<file path="config.mk">
export PLATFORM = sky130hd
export DESIGN_NAME = mem_port_sequencer
export DESIGN_NICKNAME = d
export VERILOG_FILES = /design/src/rtl/mips_mem_pkg.sv /design/src/rtl/mem_lane_align.sv /design/src/rtl/mem_port_sequencer.sv
export SDC_FILE = /design/constraint.sdc
export NUM_CORES = 1
export LEC_CHECK = 0
export BUFFER_PORTS_ARGS = -buffer_cell sky130_fd_sc_hd__buf_4
export CORE_ASPECT_RATIO = 0.9
export CORE_MARGIN = 2
export CORE_UTILIZATION = 48
export DETAILED_ROUTE_END_ITERATION = 16
export PLACE_DENSITY = 0.91
export REMOVE_ABC_BUFFERS = 1
export SLEW_MARGIN = 20
export SYNTH_ARGS = -nofsm -noshare
export SYNTH_HDL_FRONTEND = slang
export SYNTH_SLANG_ARGS = --single-unit
</file>
<file path="constraint.sdc">
create_clock -name clk -period 2.3 [get_ports clk]
set_input_delay 0.23 -clock clk [delete_from_list [all_inputs] [get_ports clk]]
set_output_delay 0.23 -clock clk [all_outputs]
set_load 0.005 [all_outputs]
</file>
<file path="src/rtl/mips_mem_pkg.sv">
// mips_mem_pkg: shared types and constants for the multicycle MIPS memory port.
//   mem_state_t         sequencer state encoding (IDLE, BUS, RESP)
//   mem_size_t          access size encoding, matches the core's d_size field
//   MEM_TIMEOUT_DEFAULT default waitrequest abort threshold (used with MEM_TIMEOUT_EN)
package mips_mem_pkg;

    typedef enum logic [1:0] {
        IDLE = 2'b00,
        BUS  = 2'b01,
        RESP = 2'b10
    } mem_state_t;

    typedef enum logic [1:0] {
        SIZE_BYTE = 2'b00,
        SIZE_HALF = 2'b01,
        SIZE_WORD = 2'b10
    } mem_size_t;

    localparam int unsigned MEM_TIMEOUT_DEFAULT = 255;

endpackage

</file>
<file path="src/rtl/mem_lane_align.sv">
// mem_lane_align: combinational little-endian byte-lane handling for one access.
//   i_addr_lo     byte offset within the word
//   i_size        access size
//   i_sext        sign-extend sub-word loads
//   i_wdata       store data, low bits significant
//   i_rdata       raw bus read word
//   o_byteenable  lane enables for the bus
//   o_wdata       store data replicated across lanes
//   o_rdata       selected lane, zero/sign extended
//   o_misalign    access not naturally aligned for its size
module mem_lane_align
    import mips_mem_pkg::*;
(
    input  logic [1:0]  i_addr_lo,
    input  mem_size_t   i_size,
    input  logic        i_sext,
    input  logic [31:0] i_wdata,
    input  logic [31:0] i_rdata,
    output logic [3:0]  o_byteenable,
    output logic [31:0] o_wdata,
    output logic [31:0] o_rdata,
    output logic        o_misalign
);

    logic [7:0]  w_byte;
    logic [15:0] w_half;

    always_comb begin
        w_byte = 8'h00;
        case (i_addr_lo)
            2'd0:    w_byte = i_rdata[7:0];
            2'd1:    w_byte = i_rdata[15:8];
            2'd2:    w_byte = i_rdata[23:16];
            default: w_byte = i_rdata[31:24];
        endcase
        w_half = i_addr_lo[1] ? i_rdata[31:16] : i_rdata[15:0];
    end

    always_comb begin
        o_byteenable = 4'b1111;
        o_wdata      = i_wdata;
        o_rdata      = i_rdata;
        o_misalign   = 1'b0;
        case (i_size)
            SIZE_BYTE: begin
                o_byteenable = 4'b0001 << i_addr_lo;
                o_wdata      = {4{i_wdata[7:0]}};
                o_rdata      = {{24{i_sext & w_byte[7]}}, w_byte};
            end
            SIZE_HALF: begin
                o_byteenable = i_addr_lo[1] ? 4'b1100 : 4'b0011;
                o_wdata      = {2{i_wdata[15:0]}};
                o_rdata      = {{16{i_sext & w_half[15]}}, w_half};
                o_misalign   = i_addr_lo[0];
            end
            default: begin
                // Word (and the unused 2'b11 encoding): full lanes, sext ignored.
                o_misalign = (i_addr_lo != 2'b00);
            end
        endcase
    end

endmodule

</file>
<file path="src/rtl/mem_port_sequencer.sv">
// mem_port_sequencer: shares the single MIPS memory port between instruction fetch and
// load/store, driving a waitrequest-style bus and stalling the control FSM meanwhile.
//   clk, rst_n        clock, synchronous active-low reset
//   if_req/if_addr    fetch request (held until if_valid); if_valid/if_instr response
//   d_req/d_we/d_size/d_sext/d_addr/d_wdata  load/store request (held until d_valid)
//   d_valid/d_rdata/d_misalign               load/store response
//   stall             hold the control FSM in its current state
//   bus_err           pulses with the valid on a waitrequest timeout
//   mem_*             bus master interface
// Optional feature: define MEM_TIMEOUT_EN to abort a bus cycle after TIMEOUT_CYCLES
// consecutive waitrequest-high cycles; otherwise the bus waits forever and bus_err is 0.
module mem_port_sequencer
    import mips_mem_pkg::*;
#(
    parameter bit          DATA_FIRST     = 1'b1,
    parameter int unsigned TIMEOUT_CYCLES = MEM_TIMEOUT_DEFAULT
) (
    input  logic        clk,
    input  logic        rst_n,
    input  logic        if_req,
    input  logic [31:0] if_addr,
    output logic        if_valid,
    output logic [31:0] if_instr,
    input  logic        d_req,
    input  logic        d_we,
    input  logic [1:0]  d_size,
    input  logic        d_sext,
    input  logic [31:0] d_addr,
    input  logic [31:0] d_wdata,
    output logic        d_valid,
    output logic [31:0] d_rdata,
    output logic        d_misalign,
    output logic        stall,
    output logic        bus_err,
    output logic [31:0] mem_address,
    output logic        mem_read,
    output logic        mem_write,
    output logic [3:0]  mem_byteenable,
    output logic [31:0] mem_writedata,
    input  logic        mem_waitrequest,
    input  logic [31:0] mem_readdata
);

    mem_state_t  r_state, w_state_next;
    logic        r_is_data, r_sext, r_misalign, r_mem_read, r_mem_write;
    mem_size_t   r_size;
    logic [1:0]  r_addr_lo;
    logic [3:0]  r_mem_byteenable;
    logic [31:0] r_mem_address, r_mem_writedata, r_if_instr, r_d_rdata;

    logic        w_any_req, w_pick_data, w_skip_bus, w_sel_sext, w_misalign;
    logic [31:0] w_win_addr, w_wdata_rep, w_rdata_ext;
    logic [1:0]  w_sel_addr_lo;
    mem_size_t   w_sel_size;
    logic [3:0]  w_be;

`ifdef MEM_TIMEOUT_EN
    localparam int unsigned TW = $clog2(TIMEOUT_CYCLES + 1);
    logic [TW-1:0] r_tmo_cnt;
    logic          r_bus_err, w_abort;
`endif

    assign w_any_req   = if_req | d_req;
    assign w_pick_data = d_req & (DATA_FIRST | ~if_req);
    assign w_win_addr  = w_pick_data ? d_addr : if_addr;

    // In IDLE the aligner sees the incoming winner; afterwards the latched access, so the
    // same instance serves lane setup and read-data extension.
    always_comb begin
        if (r_state == IDLE) begin
            w_sel_size    = w_pick_data ? mem_size_t'(d_size) : SIZE_WORD;
            w_sel_sext    = w_pick_data & d_sext;
            w_sel_addr_lo = w_win_addr[1:0];
        end else begin
            w_sel_size    = r_size;
            w_sel_sext    = r_sext;
            w_sel_addr_lo = r_addr_lo;
        end
    end

    mem_lane_align u_align (
        .i_addr_lo    (w_sel_addr_lo),
        .i_size       (w_sel_size),
        .i_sext       (w_sel_sext),
        .i_wdata      (d_wdata),
        .i_rdata      (mem_readdata),
        .o_byteenable (w_be),
        .o_wdata      (w_wdata_rep),
        .o_rdata      (w_rdata_ext),
        .o_misalign   (w_misalign)
    );

    // Fetches are never checked for alignment.
    assign w_skip_bus = w_pick_data & w_misalign;

    always_ff @(posedge clk) begin
        if (!rst_n) r_state <= IDLE;
        else        r_state <= w_state_next;
    end

    always_comb begin
        w_state_next = r_state;
        stall        = 1'b0;
        if_valid     = 1'b0;
        d_valid      = 1'b0;
        d_misalign   = 1'b0;
        bus_err      = 1'b0;
`ifdef MEM_TIMEOUT_EN
        w_abort      = 1'b0;
`endif
        case (r_state)
            IDLE: begin
                stall = w_any_req;
                if (w_any_req) w_state_next = w_skip_bus ? RESP : BUS;
            end
            BUS: begin
                stall = 1'b1;
                if (!mem_waitrequest) begin
                    w_state_next = RESP;
`ifdef MEM_TIMEOUT_EN
                end else if (r_tmo_cnt == TW'(TIMEOUT_CYCLES - 1)) begin
                    w_abort      = 1'b1;
                    w_state_next = RESP;
`endif
                end
            end
            RESP: begin
                w_state_next = IDLE;
                if_valid     = ~r_is_data;
                d_valid      = r_is_data;
                d_misalign   = r_is_data & r_misalign;
`ifdef MEM_TIMEOUT_EN
                bus_err      = r_bus_err;
`endif
            end
            default: w_state_next = IDLE;
        endcase
    end

    always_ff @(posedge clk) begin
        if (!rst_n) begin
            r_is_data        <= 1'b0;
            r_sext           <= 1'b0;
            r_misalign       <= 1'b0;
            r_size           <= SIZE_WORD;
            r_addr_lo        <= 2'b00;
            r_mem_read       <= 1'b0;
            r_mem_write      <= 1'b0;
            r_mem_address    <= 32'h0;
            r_mem_byteenable <= 4'h0;
            r_mem_writedata  <= 32'h0;
            r_if_instr       <= 32'h0;
            r_d_rdata        <= 32'h0;
`ifdef MEM_TIMEOUT_EN
            r_tmo_cnt        <= '0;
            r_bus_err        <= 1'b0;
`endif
        end else begin
            case (r_state)
                IDLE: begin
                    if (w_any_req) begin
                        r_is_data  <= w_pick_data;
                        r_size     <= w_sel_size;
                        r_sext     <= w_sel_sext;
                        r_addr_lo  <= w_sel_addr_lo;
                        r_misalign <= w_skip_bus;
`ifdef MEM_TIMEOUT_EN
                        r_bus_err  <= 1'b0;
                        r_tmo_cnt  <= '0;
`endif
                        if (w_skip_bus) begin
                            r_d_rdata <= 32'h0;
                        end else begin
                            r_mem_address    <= {w_win_addr[31:2], 2'b00};
                            r_mem_byteenable <= w_be;
                            r_mem_writedata  <= w_wdata_rep;
                            r_mem_read       <= ~(w_pick_data & d_we);
                            r_mem_write      <= w_pick_data & d_we;
                        end
                    end
                end
                BUS: begin
                    if (!mem_waitrequest) begin
                        r_mem_read  <= 1'b0;
                        r_mem_write <= 1'b0;
                        if (r_mem_read) begin
                            if (r_is_data) r_d_rdata  <= w_rdata_ext;
                            else           r_if_instr <= mem_readdata;
                        end
`ifdef MEM_TIMEOUT_EN
                    end else if (w_abort) begin
                        r_mem_read  <= 1'b0;
                        r_mem_write <= 1'b0;
                        r_bus_err   <= 1'b1;
                        if (r_is_data) r_d_rdata  <= 32'h0;
                        else           r_if_instr <= 32'h0;
                    end else begin
                        r_tmo_cnt <= r_tmo_cnt + 1'b1;
`endif
                    end
                end
                default: ;
            endcase
        end
    end

    assign mem_read       = r_mem_read;
    assign mem_write      = r_mem_write;
    assign mem_address    = r_mem_address;
    assign mem_byteenable = r_mem_byteenable;
    assign mem_writedata  = r_mem_writedata;
    assign if_instr       = r_if_instr;
    assign d_rdata        = r_d_rdata;

endmodule

</file>
==> impl_table.tex <==
\begin{tabular}{lr}
\hline
Metric & Value \\
\hline
\multicolumn{2}{l}{\textbf{Run status}} \\
\quad Run status & finished clean \\
\multicolumn{2}{l}{\textbf{Min path}} \\
\quad Worst hold path endpoint & d\_rdata[0]\$\_SDFFE\_PN0P\_ \\
\quad Startpoint of the tightest hold check path & mem\_readdata[0] \\
\quad Path class of the lowest-slack min-delay path & primary input to register \\
\quad Cell depth of the worst min-delay path & 2 \\
\multicolumn{2}{l}{\textbf{Synth}} \\
\quad Count of mapped cells out of synthesis & about 750 \\
\quad Most numerous cell types in the synthesized netlist & 178 x sky130\_fd\_sc\_hd\_\_nand2\_1, 141 x sky130\_fd\_sc\_hd\_\_dfxtp\_1, 92 x sky130\_fd\_sc\_hd\_\_nor2\_1 \\
\quad Biggest area consumer among synthesized cells & sky130\_fd\_sc\_hd\_\_dfxtp\_1 \\
\quad Sequential element share of the synthesized area & between 40\% and 50\% \\
\quad Number of enable-type register cells in the synthesized netlist & 0 \\
\quad Flip-flop and latch count after synthesis & 141 \\
\quad Mapped Avg Cell Area & 8.28 sq um \\
\quad Async SR Flop Fraction & 0\% \\
\quad Cells taking the most area after synthesis & sky130\_fd\_sc\_hd\_\_dfxtp\_1 45\%, sky130\_fd\_sc\_hd\_\_nand2\_1 11\%, sky130\_fd\_sc\_hd\_\_mux2i\_1 6.9\% \\
\quad Proportion of netlist area held by the largest area contributor & between 40\% and 50\% \\
\quad Mapped cell area & 0.00623 sq mm \\
\quad Yosys synthesis warning count & 0 \\
\quad Primary FF master, synth & sky130\_fd\_sc\_hd\_\_dfxtp\_1 \\
\quad Count leader, synth & sky130\_fd\_sc\_hd\_\_nand2\_1 \\
\quad Count of different cell masters after synthesis & between 50 and 60 \\
\multicolumn{2}{l}{\textbf{Cells and area}} \\
\quad Synth-to-Final Area Change & 48.5\% \\
\quad Cell area after layout & slightly above 0.009 sq mm \\
\quad Total area of sequential cells & between 0.002 and 0.003 sq mm \\
\quad Total of fill cells in the finished design & about 940 \\
\quad Non-filler instance count after layout & between 1000 and 1500 \\
\quad Multi-input logic area & 0.00315 sq mm \\
\quad Final core area utilization & 73.0\% \\
\quad Diode insertion count for antenna repair & 0 \\
\quad Proportion of layout cells with a drive suffix above 1 & 35.4\% \\
\quad Post-layout net count & 1164 \\
\multicolumn{2}{l}{\textbf{Route}} \\
\quad First drt pass iteration count & 7 \\
\quad Number of DRC markers in iteration 0 & about 600 \\
\quad Number of vias in the routed layout & 6877 \\
\quad Number of nets with antenna violations after routing & 0 \\
\quad Vias per std cell & approximately 5.7 \\
\quad Routed length per placed instance & between 15 and 20 um \\
\quad DRC violation count after routing & 0 \\
\quad Total length of routed wires & $\sim$22000 um \\
\multicolumn{2}{l}{\textbf{Clock network}} \\
\quad Clock transition at path regs & roughly 0.060 ns \\
\quad \# clock sinks & roughly 140 \\
\quad Clock buffer count from CTS & 17 \\
\quad Number of hold buffers added after CTS & 0 \\
\quad Root Buffer Master & sky130\_fd\_sc\_hd\_\_clkbuf\_16 \\
\quad Max Buffers Root-to-Sink & 2 \\
\quad Clk\_lat worst skew & just over 0.4 ns \\
\quad CTS tree & built \\
\quad H-tree Lvls & 4 \\
\multicolumn{2}{l}{\textbf{Power and ir drop}} \\
\quad Worst-case vdd ir drop & 635 uV \\
\quad Leakage & roughly 4 nW \\
\quad Cell Pwr Density & a little over 800 mW/mm\^{}2 \\
\multicolumn{2}{l}{\textbf{Floorplan}} \\
\quad Effective utilization at floorplan & approximately 50\% \\
\quad Horizontal die dimension & between 100 and 150 um \\
\quad DIE AREA & about 0.014 sq mm \\
\quad Die outline height & around 110 um \\
\quad Boundary Pins & approximately 280 \\
\quad Standard-cell row count & 39 \\
\quad Area of the core & about 0.013 sq mm \\
\multicolumn{2}{l}{\textbf{Placement}} \\
\quad Pre-CTS WS & around 0.024 ns \\
\quad Post-placement cell area & 0.00854 sq mm \\
\quad Estimated wirelength of the detail-placed design & approximately 16000 um \\
\quad Total of buffers placed on input and output ports & approximately 270 \\
\quad Cell count after placement & 1165 \\
\quad Final GP Congestion & 0.918 \\
\multicolumn{2}{l}{\textbf{Job}} \\
\quad Count of maximum capacitance violations & 0 \\
\multicolumn{2}{l}{\textbf{GRT}} \\
\quad Largest net degree at the start of global routing & 88 \\
\quad GRT Total Usage & approximately 30\% \\
\quad GRT Residual Overflow & 0 \\
\quad Initial antenna violation count & 0 \\
\quad Wire length of the first global-routing pass & approximately 32000 um \\
\quad Via count of the first global-routing pass & 6251 \\
\multicolumn{2}{l}{\textbf{STA}} \\
\quad Setup skew after layout & between 0.007 and 0.008 ns \\
\quad Worst setup margin & about 0.071 ns \\
\quad Final Hold Violating Endpoints & 0 \\
\quad Max\_slew headroom & between 30\% and 40\% \\
\quad Fin crit share & a little over nine tenths \\
\quad Setup-failing EPs final & 0 \\
\quad Least-Margin Pin Slew & roughly 0.93 ns \\
\quad Count of final max-slew check failures & 0 \\
\quad Fmax achieved & between 400 and 500 MHz \\
\quad Final min period & $\sim$2.2 ns \\
\multicolumn{2}{l}{\textbf{Critical path}} \\
\quad Nature of the critical path endpoint & register \\
\quad Critical path arrival & 2.54 ns \\
\quad Required time at the endpoint of the critical path & about 2.6 ns \\
\quad Launch point of the worst reg-to-reg path & r\_state[1]\$\_SDFFE\_PN0P\_ \\
\quad Classification of the worst setup path & register to register \\
\quad Kind of start point of the critical path & register \\
\quad End of the worst register-to-register path & mem\_writedata[8]\$\_SDFFE\_PN0P\_ \\
\quad Reg2Reg Setup Slack & around 0.071 ns \\
\quad Length in cells of the worst reg-to-reg path & 8 \\
\quad Maximum fanout count along the critical path & 25 \\
\hline
\end{tabular}
## critical path, stage by stage, from the launching register on
cell	delay, ns
sky130_fd_sc_hd__dfxtp_1	0.37
sky130_fd_sc_hd__nor2_1	0.15
sky130_fd_sc_hd__buf_4	0.21
sky130_fd_sc_hd__o22ai_4	0.11
sky130_fd_sc_hd__a311oi_4	0.45
sky130_fd_sc_hd__o32ai_4	0.16
sky130_fd_sc_hd__buf_12	0.19
sky130_fd_sc_hd__clkbuf_16	0.19
sky130_fd_sc_hd__a311oi_1	0.27
## metal layers
layer,GRT usage [%],wire length [um]
met5,0,0
met4,10.5,656
met3,8.54,2230
met2,55.0,11500
met1,32.3,7870
## cell families (layout without fill, tap and decap cells)
family | Yosys count | after routing | share of synthesized area (%)
and+or+nand+nor | 297 | 297 | 18.9
AOI/OAI and AO/OA | 196 | 196 | 22.5
DFF | 141 | 141 | 45.3
buffers and inverters | 67 | 352 | 4.90
muxes | 51 | 51 | 8.35
other | 1 | 3 | 0.0602
## repair_timing
item / CTS / global route
endpoints found under the setup margin: 1 / 45
gates cloned: 0 / 5
pin swaps: 0 / 2
buffers inserted: 0 / 2
resized for setup: 1 / 6
## report_power, final
group          internal, mW  total [mW]  switching [mW]  leakage (nW)
combinational         0.996        2.07            1.08          2.66
clock                  1.54        2.56            1.03         0.276
sequential             2.67        2.82           0.142          1.15
total                  5.21        7.45            2.24          4.09
## stage by stage
stage	hold slack [ns]	power [mW]	TNS [ns]
5_1_grt	0.0458	7.75	-0.430
3_3_place_gp	0.427	4.70	0
6_report	0.0539	7.45	0
2_1_floorplan	0.292	3.77	-174.97
4_1_cts	0.0428	7.30	0
3_5_place_dp	0.431	4.75	0
## placed cells by master, fill, tap and decap left out, drive strengths merged, types with 2 or more instances in the layout
master	netlist	routed
nand2	178	178
clkbuf	37	25
o21ai	29	29
nand2b	3	3
o211ai	11	11
o31ai	2	2
inv	5	4
nor2b	3	3
conb	1	3
nor3	6	6
a32oi	13	13
a221o	6	6
a211o	8	8
a211oi	34	34
buf	25	311
o22ai	3	3
dfxtp	141	141
nand3	4	4
nor3b	2	2
a311oi	18	18
mux2	8	8
o21a	3	3
clkinv	0	10
nor2	93	93
mux2i	43	43
and2	2	2
a21oi	57	57
## how the worst max path moves through the flow
stage                                           endpoint                    start  slack [ns]  cells after the start
final                      mem_writedata[8]$_SDFFE_PN0P_  r_state[1]$_SDFFE_PN0P_        0.07                      8
after global routing       mem_writedata[8]$_SDFFE_PN0P_  r_state[1]$_SDFFE_PN0P_       -0.08                      8
after CTS                       d_rdata[26]$_SDFFE_PN0P_  r_state[1]$_SDFFE_PN0P_        0.09                      8
after detailed placement         d_rdata[6]$_SDFFE_PN0P_                    d_req        0.02                      7
after global placement           d_rdata[1]$_SDFFE_PN0P_                    d_req        0.11                      7
after floorplan           mem_byteenable[2]$_SDFFE_PN0P_  r_state[0]$_SDFFE_PN0P_       -2.43                      3
## state kept, by name (all words and copies together), names as in the netlist
signal          count
d_rdata            32
if_instr           32
mem_writedata      32
mem_address        30
mem_byteenable      4
r_addr_lo           2
r_size              2
r_state             2
mem_read            1
mem_write           1
r_is_data           1
r_misalign          1
r_sext              1
## final cells by class
| class | count | share of cell area [%] |
|---|---|---|
| inverter | 5 | 0.216 |
| timing repair buffer | 315 | 27.1 |
| tap | 164 | 2.22 |
| clock buffer | 21 | 4.97 |
| multi-input combinational | 547 | 34.0 |
| clock inverter | 11 | 1.01 |
| sequential | 141 | 30.5 |
No activity file was read; power rests on OpenSTA's default activity.
